`src/rtl/mma_fifo_pkg.sv`:
```
// ---------------------------------------------------------------------------
// mma_fifo_pkg
// Shared definitions for the s8-vector packer / unpacker pair feeding the
// MMA array: default vector length, word geometry, pointer widths and the
// per-bank ping-pong state encoding.
// ---------------------------------------------------------------------------
package mma_fifo_pkg;

    localparam int VLEN_DEFAULT  = 16;
    localparam int WORD_BYTES    = 4;
    localparam int WORDS_PER_ROW = VLEN_DEFAULT / WORD_BYTES;

    // Row pointer addresses VLEN rows; row count needs one extra bit to hold VLEN.
    localparam int ROW_PTR_W  = $clog2(VLEN_DEFAULT);
    localparam int ROW_CNT_W  = $clog2(VLEN_DEFAULT) + 1;
    localparam int WORD_IDX_W = $clog2(WORDS_PER_ROW);

    typedef enum logic [1:0] {
        FREE     = 2'd0,
        FILLING  = 2'd1,
        FULL     = 2'd2,
        DRAINING = 2'd3
    } bank_state_e;

endpackage

```
`src/rtl/fifo_to_vec_s8_if.sv`:
```
// ---------------------------------------------------------------------------
// fifo_to_vec_s8_if
// Bundles the word input stream, the vector output stream and the sticky
// overflow flag of fifo_to_vec_s8.
//   slave  : view used by fifo_to_vec_s8 (consumes words, produces vectors)
//   master : view used by the producer/consumer environment
//
// Handshake semantics (both streams): a transfer happens on a rising clk edge
// where valid && ready. A source holds valid and its payload stable until the
// transfer; ready may rise or fall at any time and carries no commitment
// before valid is seen.
// ---------------------------------------------------------------------------
interface fifo_to_vec_s8_if import mma_fifo_pkg::*; #(
    parameter int VLEN = VLEN_DEFAULT
) ();

    localparam int CNT_W = $clog2(VLEN) + 1;

    logic              in_valid;
    logic              in_ready;
    logic [31:0]       in_data;
    logic [3:0]        in_mask;
    logic              in_row_switch;
    logic              in_last;

    logic              out_valid;
    logic              out_ready;
    logic [VLEN*8-1:0] out_vec_s8;
    logic              out_last;
    logic [CNT_W-1:0]  out_rows;

    logic              err_ovf;

    modport slave (
        input  in_valid, in_data, in_mask, in_row_switch, in_last,
        output in_ready,
        output out_valid, out_vec_s8, out_last, out_rows,
        input  out_ready,
        output err_ovf
    );

    modport master (
        output in_valid, in_data, in_mask, in_row_switch, in_last,
        input  in_ready,
        input  out_valid, out_vec_s8, out_last, out_rows,
        output out_ready,
        input  err_ovf
    );

endinterface

```
`src/rtl/vec_s8_row_asm.sv`:
```
// ---------------------------------------------------------------------------
// vec_s8_row_asm
// Assembles one VLEN-byte row from 32-bit byte-masked words.
//   clk, rst_n  : clock, asynchronous active-low reset
//   word_en     : a word is accepted this cycle
//   word_data   : byte k at [8k+7:8k]
//   word_mask   : byte k valid; masked-off bytes are written as zero
//   row_switch  : accepted word ends the row
//   tile_last   : accepted word ends the tile (also ends the row)
//   row_data    : current row with the presented word merged in
//   commit      : row_data is complete and must be stored this cycle
// Word w lands in row bytes 4w..4w+3. The last word slot forces a commit.
// After a commit the row register is cleared, so bytes not written in the
// next row read as zero.
// ---------------------------------------------------------------------------
module vec_s8_row_asm import mma_fifo_pkg::*; #(
    parameter int VLEN = VLEN_DEFAULT
) (
    input  logic              clk,
    input  logic              rst_n,
    input  logic              word_en,
    input  logic [31:0]       word_data,
    input  logic [3:0]        word_mask,
    input  logic              row_switch,
    input  logic              tile_last,
    output logic [VLEN*8-1:0] row_data,
    output logic              commit
);

    localparam int WPR    = VLEN / WORD_BYTES;
    localparam int WIDX_W = $clog2(WPR);
    localparam logic [WIDX_W-1:0] LAST_WORD = WIDX_W'(WPR - 1);

    logic [VLEN*8-1:0] row_q;
    logic [WIDX_W-1:0] widx;

    always_comb begin
        row_data = row_q;
        for (int k = 0; k < WORD_BYTES; k++) begin
            row_data[(int'(widx) * WORD_BYTES + k) * 8 +: 8] =
                word_mask[k] ? word_data[k*8 +: 8] : 8'h00;
        end
    end

    assign commit = word_en && (tile_last || row_switch || (widx == LAST_WORD));

    always_ff @(posedge clk or negedge rst_n) begin
        if (!rst_n) begin
            row_q <= '0;
            widx  <= '0;
        end else if (word_en) begin
            if (commit) begin
                row_q <= '0;
                widx  <= '0;
            end else begin
                row_q <= row_data;
                widx  <= widx + WIDX_W'(1);
            end
        end
    end

endmodule

```
`src/rtl/fifo_to_vec_s8.sv`:
```
// ---------------------------------------------------------------------------
// fifo_to_vec_s8
// Unpacks byte-masked 32-bit words into VLEN-byte s8 vectors. Rows are
// collected into a two-bank ping-pong buffer; each closed tile is replayed
// as a contiguous vector burst.
//   clk, rst_n     : clock, asynchronous active-low reset
//   bus (slave)    : in_* word stream, out_* vector stream, err_ovf
//   dbg_bank_state : {bank1, bank0} bank_state_e, for observation only
// A tile closes on in_last, or when a row commits into the last row slot
// without in_last (overflow, sticky err_ovf). Banks are written and drained
// in strict alternation, so tiles leave in write order.
// ---------------------------------------------------------------------------
module fifo_to_vec_s8 import mma_fifo_pkg::*; #(
    parameter int VLEN = VLEN_DEFAULT
) (
    input  logic            clk,
    input  logic            rst_n,
    fifo_to_vec_s8_if.slave bus,
    output logic [3:0]      dbg_bank_state
);

    localparam int PTR_W = $clog2(VLEN);
    localparam int CNT_W = PTR_W + 1;
    localparam logic [PTR_W-1:0] LAST_ROW = PTR_W'(VLEN - 1);

    // Bank storage: not reset, reads are masked by the full flags.
    logic [VLEN*8-1:0] bank_mem [2][VLEN];

    bank_state_e      bank_state [2];
    logic [1:0]       full;
    logic [CNT_W-1:0] rows [2];
    logic             wsel, rsel;
    logic [PTR_W-1:0] wrow, rptr;
    logic             err_ovf_q;

    logic              accept, commit, tile_close, ovf_close;
    logic              out_valid_i, out_last_i, out_hs;
    logic [VLEN*8-1:0] row_data;

    // A bank holds a closed tile from close until its last row is handed out.
    always_comb begin
        for (int b = 0; b < 2; b++) begin
            full[b] = (bank_state[b] == FULL) || (bank_state[b] == DRAINING);
        end
    end

    // in_ready depends only on registered state: no path from out_ready.
    assign bus.in_ready = !full[wsel];
    assign accept       = bus.in_valid && bus.in_ready;

    vec_s8_row_asm #(.VLEN(VLEN)) u_row_asm (
        .clk        (clk),
        .rst_n      (rst_n),
        .word_en    (accept),
        .word_data  (bus.in_data),
        .word_mask  (bus.in_mask),
        .row_switch (bus.in_row_switch),
        .tile_last  (bus.in_last),
        .row_data   (row_data),
        .commit     (commit)
    );

    assign tile_close = commit && (bus.in_last || (wrow == LAST_ROW));
    assign ovf_close  = commit && !bus.in_last && (wrow == LAST_ROW);

    // Read side
    assign out_valid_i    = full[rsel];
    assign out_last_i     = out_valid_i && ({1'b0, rptr} == (rows[rsel] - CNT_W'(1)));
    assign out_hs         = out_valid_i && bus.out_ready;
    assign bus.out_valid  = out_valid_i;
    assign bus.out_vec_s8 = out_valid_i ? bank_mem[rsel][rptr] : '0;
    assign bus.out_last   = out_last_i;
    assign bus.out_rows   = out_valid_i ? rows[rsel] : '0;
    assign bus.err_ovf    = err_ovf_q;

    assign dbg_bank_state = {bank_state[1], bank_state[0]};

    always_ff @(posedge clk) begin
        if (commit) begin
            bank_mem[wsel][wrow] <= row_data;
        end
    end

    // Write/read pointers. Close and drain-complete touch different banks,
    // so both updates apply in the same cycle.
    always_ff @(posedge clk or negedge rst_n) begin
        if (!rst_n) begin
            wsel      <= 1'b0;
            rsel      <= 1'b0;
            wrow      <= '0;
            rptr      <= '0;
            rows[0]   <= '0;
            rows[1]   <= '0;
            err_ovf_q <= 1'b0;
        end else begin
            if (commit) begin
                if (tile_close) begin
                    rows[wsel] <= {1'b0, wrow} + CNT_W'(1);
                    wsel       <= !wsel;
                    wrow       <= '0;
                end else begin
                    wrow <= wrow + PTR_W'(1);
                end
            end
            if (ovf_close) begin
                err_ovf_q <= 1'b1;
            end
            if (out_hs) begin
                if (out_last_i) begin
                    rptr <= '0;
                    rsel <= !rsel;
                end else begin
                    rptr <= rptr + PTR_W'(1);
                end
            end
        end
    end

    // Per-bank lifecycle. A one-word tile goes FREE -> FULL, a one-row tile
    // goes FULL -> FREE, skipping the intermediate states.
    always_ff @(posedge clk or negedge rst_n) begin
        if (!rst_n) begin
            for (int b = 0; b < 2; b++) begin
                bank_state[b] <= FREE;
            end
        end else begin
            for (int b = 0; b < 2; b++) begin
                case (bank_state[b])
                    FREE: begin
                        if (accept && (wsel == 1'(b))) begin
                            bank_state[b] <= tile_close ? FULL : FILLING;
                        end
                    end
                    FILLING: begin
                        if (tile_close && (wsel == 1'(b))) begin
                            bank_state[b] <= FULL;
                        end
                    end
                    FULL: begin
                        if (out_hs && (rsel == 1'(b))) begin
                            bank_state[b] <= out_last_i ? FREE : DRAINING;
                        end
                    end
                    DRAINING: begin
                        if (out_hs && out_last_i && (rsel == 1'(b))) begin
                            bank_state[b] <= FREE;
                        end
                    end
                    default: bank_state[b] <= FREE;
                endcase
            end
        end
    end

endmodule

```
`src/flat_wrapper.sv`:
```
// flat-port wrapper written by rule: the top's interface ports become plain ports
module fifo_to_vec_s8_flat import mma_fifo_pkg::*;
#(
    parameter int VLEN = VLEN_DEFAULT
)
  (clk, rst_n, dbg_bank_state, bus_in_valid, bus_in_data, bus_in_mask, bus_in_row_switch, bus_in_last, bus_in_ready, bus_out_valid, bus_out_vec_s8, bus_out_last, bus_out_rows, bus_out_ready, bus_err_ovf);
  fifo_to_vec_s8_if #(.VLEN(VLEN)) bus_i ();
  input  logic clk;
  input  logic rst_n;
  output logic [3:0] dbg_bank_state;
  input wire logic [$bits(bus_i.in_valid)-1:0] bus_in_valid;
  input wire logic [$bits(bus_i.in_data)-1:0] bus_in_data;
  input wire logic [$bits(bus_i.in_mask)-1:0] bus_in_mask;
  input wire logic [$bits(bus_i.in_row_switch)-1:0] bus_in_row_switch;
  input wire logic [$bits(bus_i.in_last)-1:0] bus_in_last;
  output wire logic [$bits(bus_i.in_ready)-1:0] bus_in_ready;
  output wire logic [$bits(bus_i.out_valid)-1:0] bus_out_valid;
  output wire logic [$bits(bus_i.out_vec_s8)-1:0] bus_out_vec_s8;
  output wire logic [$bits(bus_i.out_last)-1:0] bus_out_last;
  output wire logic [$bits(bus_i.out_rows)-1:0] bus_out_rows;
  input wire logic [$bits(bus_i.out_ready)-1:0] bus_out_ready;
  output wire logic [$bits(bus_i.err_ovf)-1:0] bus_err_ovf;
  assign bus_i.in_valid = bus_in_valid;
  assign bus_i.in_data = bus_in_data;
  assign bus_i.in_mask = bus_in_mask;
  assign bus_i.in_row_switch = bus_in_row_switch;
  assign bus_i.in_last = bus_in_last;
  assign bus_in_ready = bus_i.in_ready;
  assign bus_out_valid = bus_i.out_valid;
  assign bus_out_vec_s8 = bus_i.out_vec_s8;
  assign bus_out_last = bus_i.out_last;
  assign bus_out_rows = bus_i.out_rows;
  assign bus_i.out_ready = bus_out_ready;
  assign bus_err_ovf = bus_i.err_ovf;
  fifo_to_vec_s8 #(.VLEN(VLEN)) u_core (.clk(clk), .rst_n(rst_n), .bus(bus_i), .dbg_bank_state(dbg_bank_state));
endmodule
```
`config.mk`:
```
export PLATFORM = sky130hd
export DESIGN_NAME = fifo_to_vec_s8_flat
export DESIGN_NICKNAME = d
export VERILOG_FILES = /design/src/rtl/mma_fifo_pkg.sv /design/src/rtl/fifo_to_vec_s8_if.sv /design/src/rtl/vec_s8_row_asm.sv /design/src/rtl/fifo_to_vec_s8.sv /design/src/flat_wrapper.sv
export SDC_FILE = /design/constraint.sdc
export NUM_CORES = 2
export LEC_CHECK = 0
export ABC_AREA = 1
export BUFFER_PORTS_ARGS = -buffer_cell sky130_fd_sc_hd__buf_2
export CORE_MARGIN = 1.5
export CORE_UTILIZATION = 35
export CTS_BUF_LIST = sky130_fd_sc_hd__clkbuf_16
export DETAILED_ROUTE_END_ITERATION = 10
export PLACE_DENSITY = 0.56
export RECOVER_POWER = 50
export SKIP_CTS_REPAIR_TIMING = 1
export SKIP_LAST_GASP = 1
export SYNTH_ARGS = -nofsm -noshare
export SYNTH_HDL_FRONTEND = slang
export SYNTH_SLANG_ARGS = --single-unit
```
`constraint.sdc`:
```
create_clock -name clk -period 9.13 [get_ports clk]
set_clock_uncertainty 0.15 [all_clocks]
set_input_delay 1.3695 -clock clk [delete_from_list [all_inputs] [get_ports clk]]
set_output_delay 1.3695 -clock clk [all_outputs]
set_load 0.005 [all_outputs]
```
Yosys cells after proc, flatten, opt, wreduce, memory -nomap -nowiden --
Memories as Yosys holds them, arrays and structs flattened. Index checks and enable logic that the tools add are counted.
Cells by class: add/sub/neg operators 12, bitwise gates (word level) 6, muxes and demuxes 43, equal/unequal tests 17, shift operators 8, reduce and logical (&&, ||, !) cells 33, order comparisons 8
Operator list (number):
- $mux W2048 | 1
- $mux W128 | 5
- $bmux W128 S4 | 1
- $bwmux W128 | 4
- $demux W128 S4 | 1
- $shift A8 B33 Y128 const A | 4
- $shiftx A8 B33 Y128 | 4
- $neg A8 Y33 | 3
- $neg A7 Y33 | 1
- $mux W8 | 4
- $mux W5 | 5
- $mux W2 | 11
- $logic_and A1 B1 Y1 | 18
- $pmux W2 S4 | 2
- $add A4 B1 Y5 const B | 2
- $add A4 B2 Y5 const B | 2
- $bwmux W10 | 1
- $eq A2 B2 Y1 const B | 5
- $ge A5 B5 Y1 const B | 2
- $not A4 Y5 | 2
- $add A4 B1 Y4 const B | 2
- $mux W4 | 2
- $ne A2 B1 Y1 const B | 4
- $ne A2 B2 Y1 const B | 4
- 18 further kinds | 37
Storage, ports and cells: input port bits 42, bits in registers 155, logic and storage cells 139, memories kept 1, memory bits (writable) 4096, output and inout bits 141
Memories:
- u_core.bank_mem | depth 2, width 2048, rd ports 1, clocked after memory_dff 0, write ports 1, line fifo_to_vec_s8.sv:27 | logic [VLEN*8-1:0] bank_mem [2][VLEN];

Depth between registers and ports, before layout --
depth after elaboration 11, depth in mapped cells 18, mapped depth without buffers 16

Hierarchy --
A second synthesis with hierarchy kept.
Unflattened totals: cells, all modules 13277, area, all modules 168121.2 um^2
By module, submodules not included:
- fifo_to_vec_s8 | cells an instance 12332, instances 1, area each 161333.5 um^2
- vec_s8_row_asm | cells an instance 945, instances 1, area each 6787.8 um^2

Worst setup path before layout --
No wires, ideal clock.
path type input to register, start point in bus_in_valid, end point mem u_core.bank_mem[0][1000] in the netlist's numbering (enable), path slack 1.145 ns, stages 6, data arrival time 7.218 ns, buffers on the path 0, library setup time 0.616 ns, cells stage by stage nand2_1 > inv_2 > nand2_2 > nor2_1 > nand2_1 > nor2_1
On the way: word-level cells in the longest chain between the ends 4
RTL lines:
- start, declared | line flat_wrapper.sv:11 | input wire logic [$bits(bus_i.in_valid)-1:0] bus_in_valid;
- $logic_and A1 B1 Y1 | line fifo_to_vec_s8.sv:49 | assign accept = bus.in_valid && bus.in_ready;
- $logic_and A1 B1 Y1 | line vec_s8_row_asm.sv:45 | assign commit = word_en && (tile_last || row_switch || (widx == LAST_WORD));
- $mux W1 | line fifo_to_vec_s8.sv:79 | if (commit) begin
- $mux W2048 (not written as such) | line fifo_to_vec_s8.sv:80 | bank_mem[wsel][wrow] <= row_data;
- end, declared | line fifo_to_vec_s8.sv:27
Every way passes these cells.

Worst setup path after layout --
start point reg u_core.u_row_asm.widx[0], end point mem u_core.bank_mem[1][862] in the netlist's numbering, data pin
On the way: word-level cells in the longest chain between the ends 6
RTL lines:
- start, declared | line vec_s8_row_asm.sv:35 | logic [WIDX_W-1:0] widx;
- start signal, assigned | line vec_s8_row_asm.sv:57 | widx <= widx + WIDX_W'(1);
- $add A4 B1 Y5 or $neg A7 Y33 (tied branches) | line vec_s8_row_asm.sv:40, vec_s8_row_asm.sv:41
- $neg A8 Y33, or another cell as far along | line vec_s8_row_asm.sv:41 | word_mask[k] ? word_data[k*8 +: 8] : 8'h00;
- $shiftx A8 B33 Y128, or another cell as far along | line vec_s8_row_asm.sv:40 | row_data[(int'(widx) * WORD_BYTES + k) * 8 +: 8] =
- $bwmux W128 (2 in a row) | line vec_s8_row_asm.sv:40
- $bwmux W128 (*) | line vec_s8_row_asm.sv:40
- named net u_core.row_data[94] | line fifo_to_vec_s8.sv:38 | logic [VLEN*8-1:0] row_data;
The timed path passes the listed nets; every way through them passes the cells marked *.

==> impl_metrics.toml <==
[detailed_routing]
drtIter0Drc = 14844
wl_per_cell_um = 27.3
drc_errors = 0
num_vias = 111173
ant_nets = 0
vias_per_cell = 5.58
routed_wl_um = 544000
first_pass_iters = 6

[yosys]
netlist_top_cells_area = "edfxtp_1 73%, o21ai_0 6.5%, nor2_1 6.4%"
synth_simple_gate_area_share_pct = 9.63
synth_top_family_by_area = "compound AO/OA/AOI/OAI gates"
yosys.area.top_type = "edfxtp_1"
muxShareOfSynthArea_pct = 0
synth.yosys.seq_area_share_pct = 75.4
synth_area_per_cell_um2 = 12.8
syn_nets = 13246
synth_ff_type = "edfxtp_1"
synth_edf_count = 4096
synth_xor_area_share_pct = 0.0156
synthAdderAreaFrac_pct = 0.0892
yosysUniqueCellTypes = 31
synth_top_area_share_pct = 73.1
yosysWarnings = 0
netlist_instances = 13192
synth-compound-area-share_pct = 11.8
syn_area_um2 = 168000
ys_ff_latch = 4251
async_reset_ff_share_pct = 3.65

[sta]
period_minus_slack_ns = 8.63
tightest_slew_ns = 4.25
post-route-period-util_pct = 94.6
fin_setup_tns_ns = 0
final-hold-violation-count = 0
final_max_slew_viol_count = 2841
fmax_mhz = 116
setup_viol = 0
rsz0062_at_grt = "no"
max_slew_margin_pct = -183

[global_route]
grt_use_total_pct = 21.7
busiest_layer = "met2"
grt_overflow = 0
use_met2_pct = 35.0
grt_max_degree = 244
grt_use_met1_pct = 30.2
grt_pass1_vias = 104650
antenna_found_initial = 28
gr-usage-met3_pct = 3.79
grt_pass1_wl_um = 767000

[floorplan]
die_h_um = 696
fp.coreArea_um2 = 479000
die_area_um2 = 485000
fp.dieW_um = 696
placementRows = 254
initial_core_util_pct = 35.2
ios = 183

[finish]
drive_above_1_share_pct = 7.75
synthToLayoutAreaGrowth_pct = 12.8
fin_nets = 13199
fillers = 44926
multiInputGateArea_um2 = 36800
post-route-util_pct = 39.6
ff_latch_area_um2 = 127000

[flow_run]
max_cap_violations = 92

[power_and_ir_drop]
power_density_nw_per_um2 = 236
p_leak_uw = 0.0695
ir_worst_vdd_mv = 0.499

[placed_design]
portBuffers = 182
gp_congestion = 0.779
hpwl_um = 253000

[critical_path]
reg2reg_setup_slack_ns = 0.50
startpoint = "u_core.u_row_asm.widx[0]$_DFFE_PN0P_"
r2r_start = "u_core.u_row_asm.widx[0]$_DFFE_PN0P_"
crit_fanout = 36
critPathLaunchType = "flip-flop"
critPathKind = "reg -> reg"
worst-endpoint-required_ns = 9.56
endpoint_kind = "flip-flop"
arrival_ns = 9.07

[worst_hold_path]
min_path_type = "reg -> reg"
min_from = "u_core.rows[6]$_DFFE_PN0P_"

[cts]
path_clk_slew_ns = 0.06
root_buffer = "clkbuf_16"
numCtsBuffers = 438
insertion_delay_ns = 0.99
cts_max_path_buffers = 4
cts_max_level = 5
cts.sinks = 4251
cts_tree = "built"

[run_status]
violations = "capacitance limit, slew limit"
status = "finished with violations"
-- metal layers --
layer  vias to the layer above  share of wire, %  routed length (um)
met5                         -             0.012                  64
met4                        12               2.9               15800
met3                       852               9.1               49400
met2                      5064                46              250000
met1                     56969                42              229000
li1                      48276                 -                   -
-- placed cells by master, fill, tap and decap left out, types with 54 or more instances in the layout --
cell       count
nand3_1      377
edfxtp_1    4096
clkbuf_16    445
clkbuf_1      86
buf_2        178
a21oi_1       54
buf_4        121
dfrtp_1      151
o21ai_0     2169
o211ai_1     320
nor2_1      2843
buf_12        55
inv_1        381
o21ai_1      201
o22ai_2       67
nand2_1      811
a31oi_1       83
o22ai_1      654
clkinv_2      63
clkinv_1     114
-- Yosys cell counts, drive strengths merged, types with 49 or more instances --
master,instances
o211ai,320
clkbuf,525
inv,266
a31oi,83
nor3,49
a21oi,54
o22ai,724
nand3,378
dfrtp,155
nand2,813
o21ai,2378
edfxtp,4096
nor2,2861
buf,410
-- worst max-delay path, cell delays in order, from the launching register on --
cell	delay, ns
dfrtp_1	0.47
clkbuf_1	0.98
clkinv_1	0.26
clkbuf_1	2.36
ha_1	0.92
clkbuf_2	1.15
nand2_2	0.06
buf_4	0.40
o22ai_1	0.24
clkbuf_1	1.15
-- power by group --
| group | switching, uW | internal [uW] |
|---|---|---|
| clock network | 7610 | 9570 |
| logic | 4780 | 1520 |
| registers | 91.4 | 21100 |
| total | 12500 | 32200 |
-- stage by stage --
| stage | cell area [um2] | cells | power (uW) | hold WS, ns | setup WS [ns] |
|---|---|---|---|---|---|
| floorplan | 168000 | 13192 | 24600 | 0.303 | 1.15 |
| global placement | 177000 | 19104 | 28000 | 0.318 | 2.52 |
| detailed placement | 177000 | 19104 | 28000 | 0.325 | 2.54 |
| CTS | 191000 | 19911 | 45000 | 0.304 | 1.44 |
| global route | 190000 | 19914 | 46000 | 0.362 | 0.522 |
| finish | 190000 | 19927 | 44700 | 0.337 | 0.496 |
-- worst paths after layout --
path,endpoint,cells after the start
min reg2reg,u_core.rows[6]$_DFFE_PN0P_,2
min,u_core.rows[6]$_DFFE_PN0P_,2
min in group asynchronous,u_core.u_row_asm.row_q[78]$_DFFE_PN0P_,1
max reg2reg,u_core.bank_mem[1][862]$_DFFE_PP_,9
max in group asynchronous,u_core.u_row_asm.row_q[0]$_DFFE_PN0P_,2
max,u_core.bank_mem[1][862]$_DFFE_PP_,9
-- cell families after synthesis --
logic type	count (synthesis)
AND/OR/NAND/NOR	4143
adder cells (fa/ha/maj)	12
flip-flops	4251
AO/OA/AOI/OAI	3578
buffers and inverters	1205
XOR/XNOR	3
-- state kept, by name (all words and copies together) (netlist names) --
| name | cells |
|---|---|
| u_core.bank_mem | 4096 |
| u_core.bus.err_ovf | 1 |
| u_core.dbg_bank_state | 4 |
| u_core.rows | 10 |
| u_core.rptr | 4 |
| u_core.rsel | 1 |
| u_core.u_row_asm.row_q | 128 |
| u_core.u_row_asm.widx | 2 |
| u_core.wrow | 4 |
| u_core.wsel | 1 |
-- final cells by class --
class | instances | share of cell area, %
sequential | 4251 | 66.9
multi-input combinational | 7736 | 19.4
clock buffer | 445 | 5.87
tap | 6400 | 4.22
timing repair buffer | 448 | 1.73
clock inverter | 362 | 1.36
inverter | 270 | 0.561
antenna | 15 | 0.0198
(Power assumes the default switching activity.)
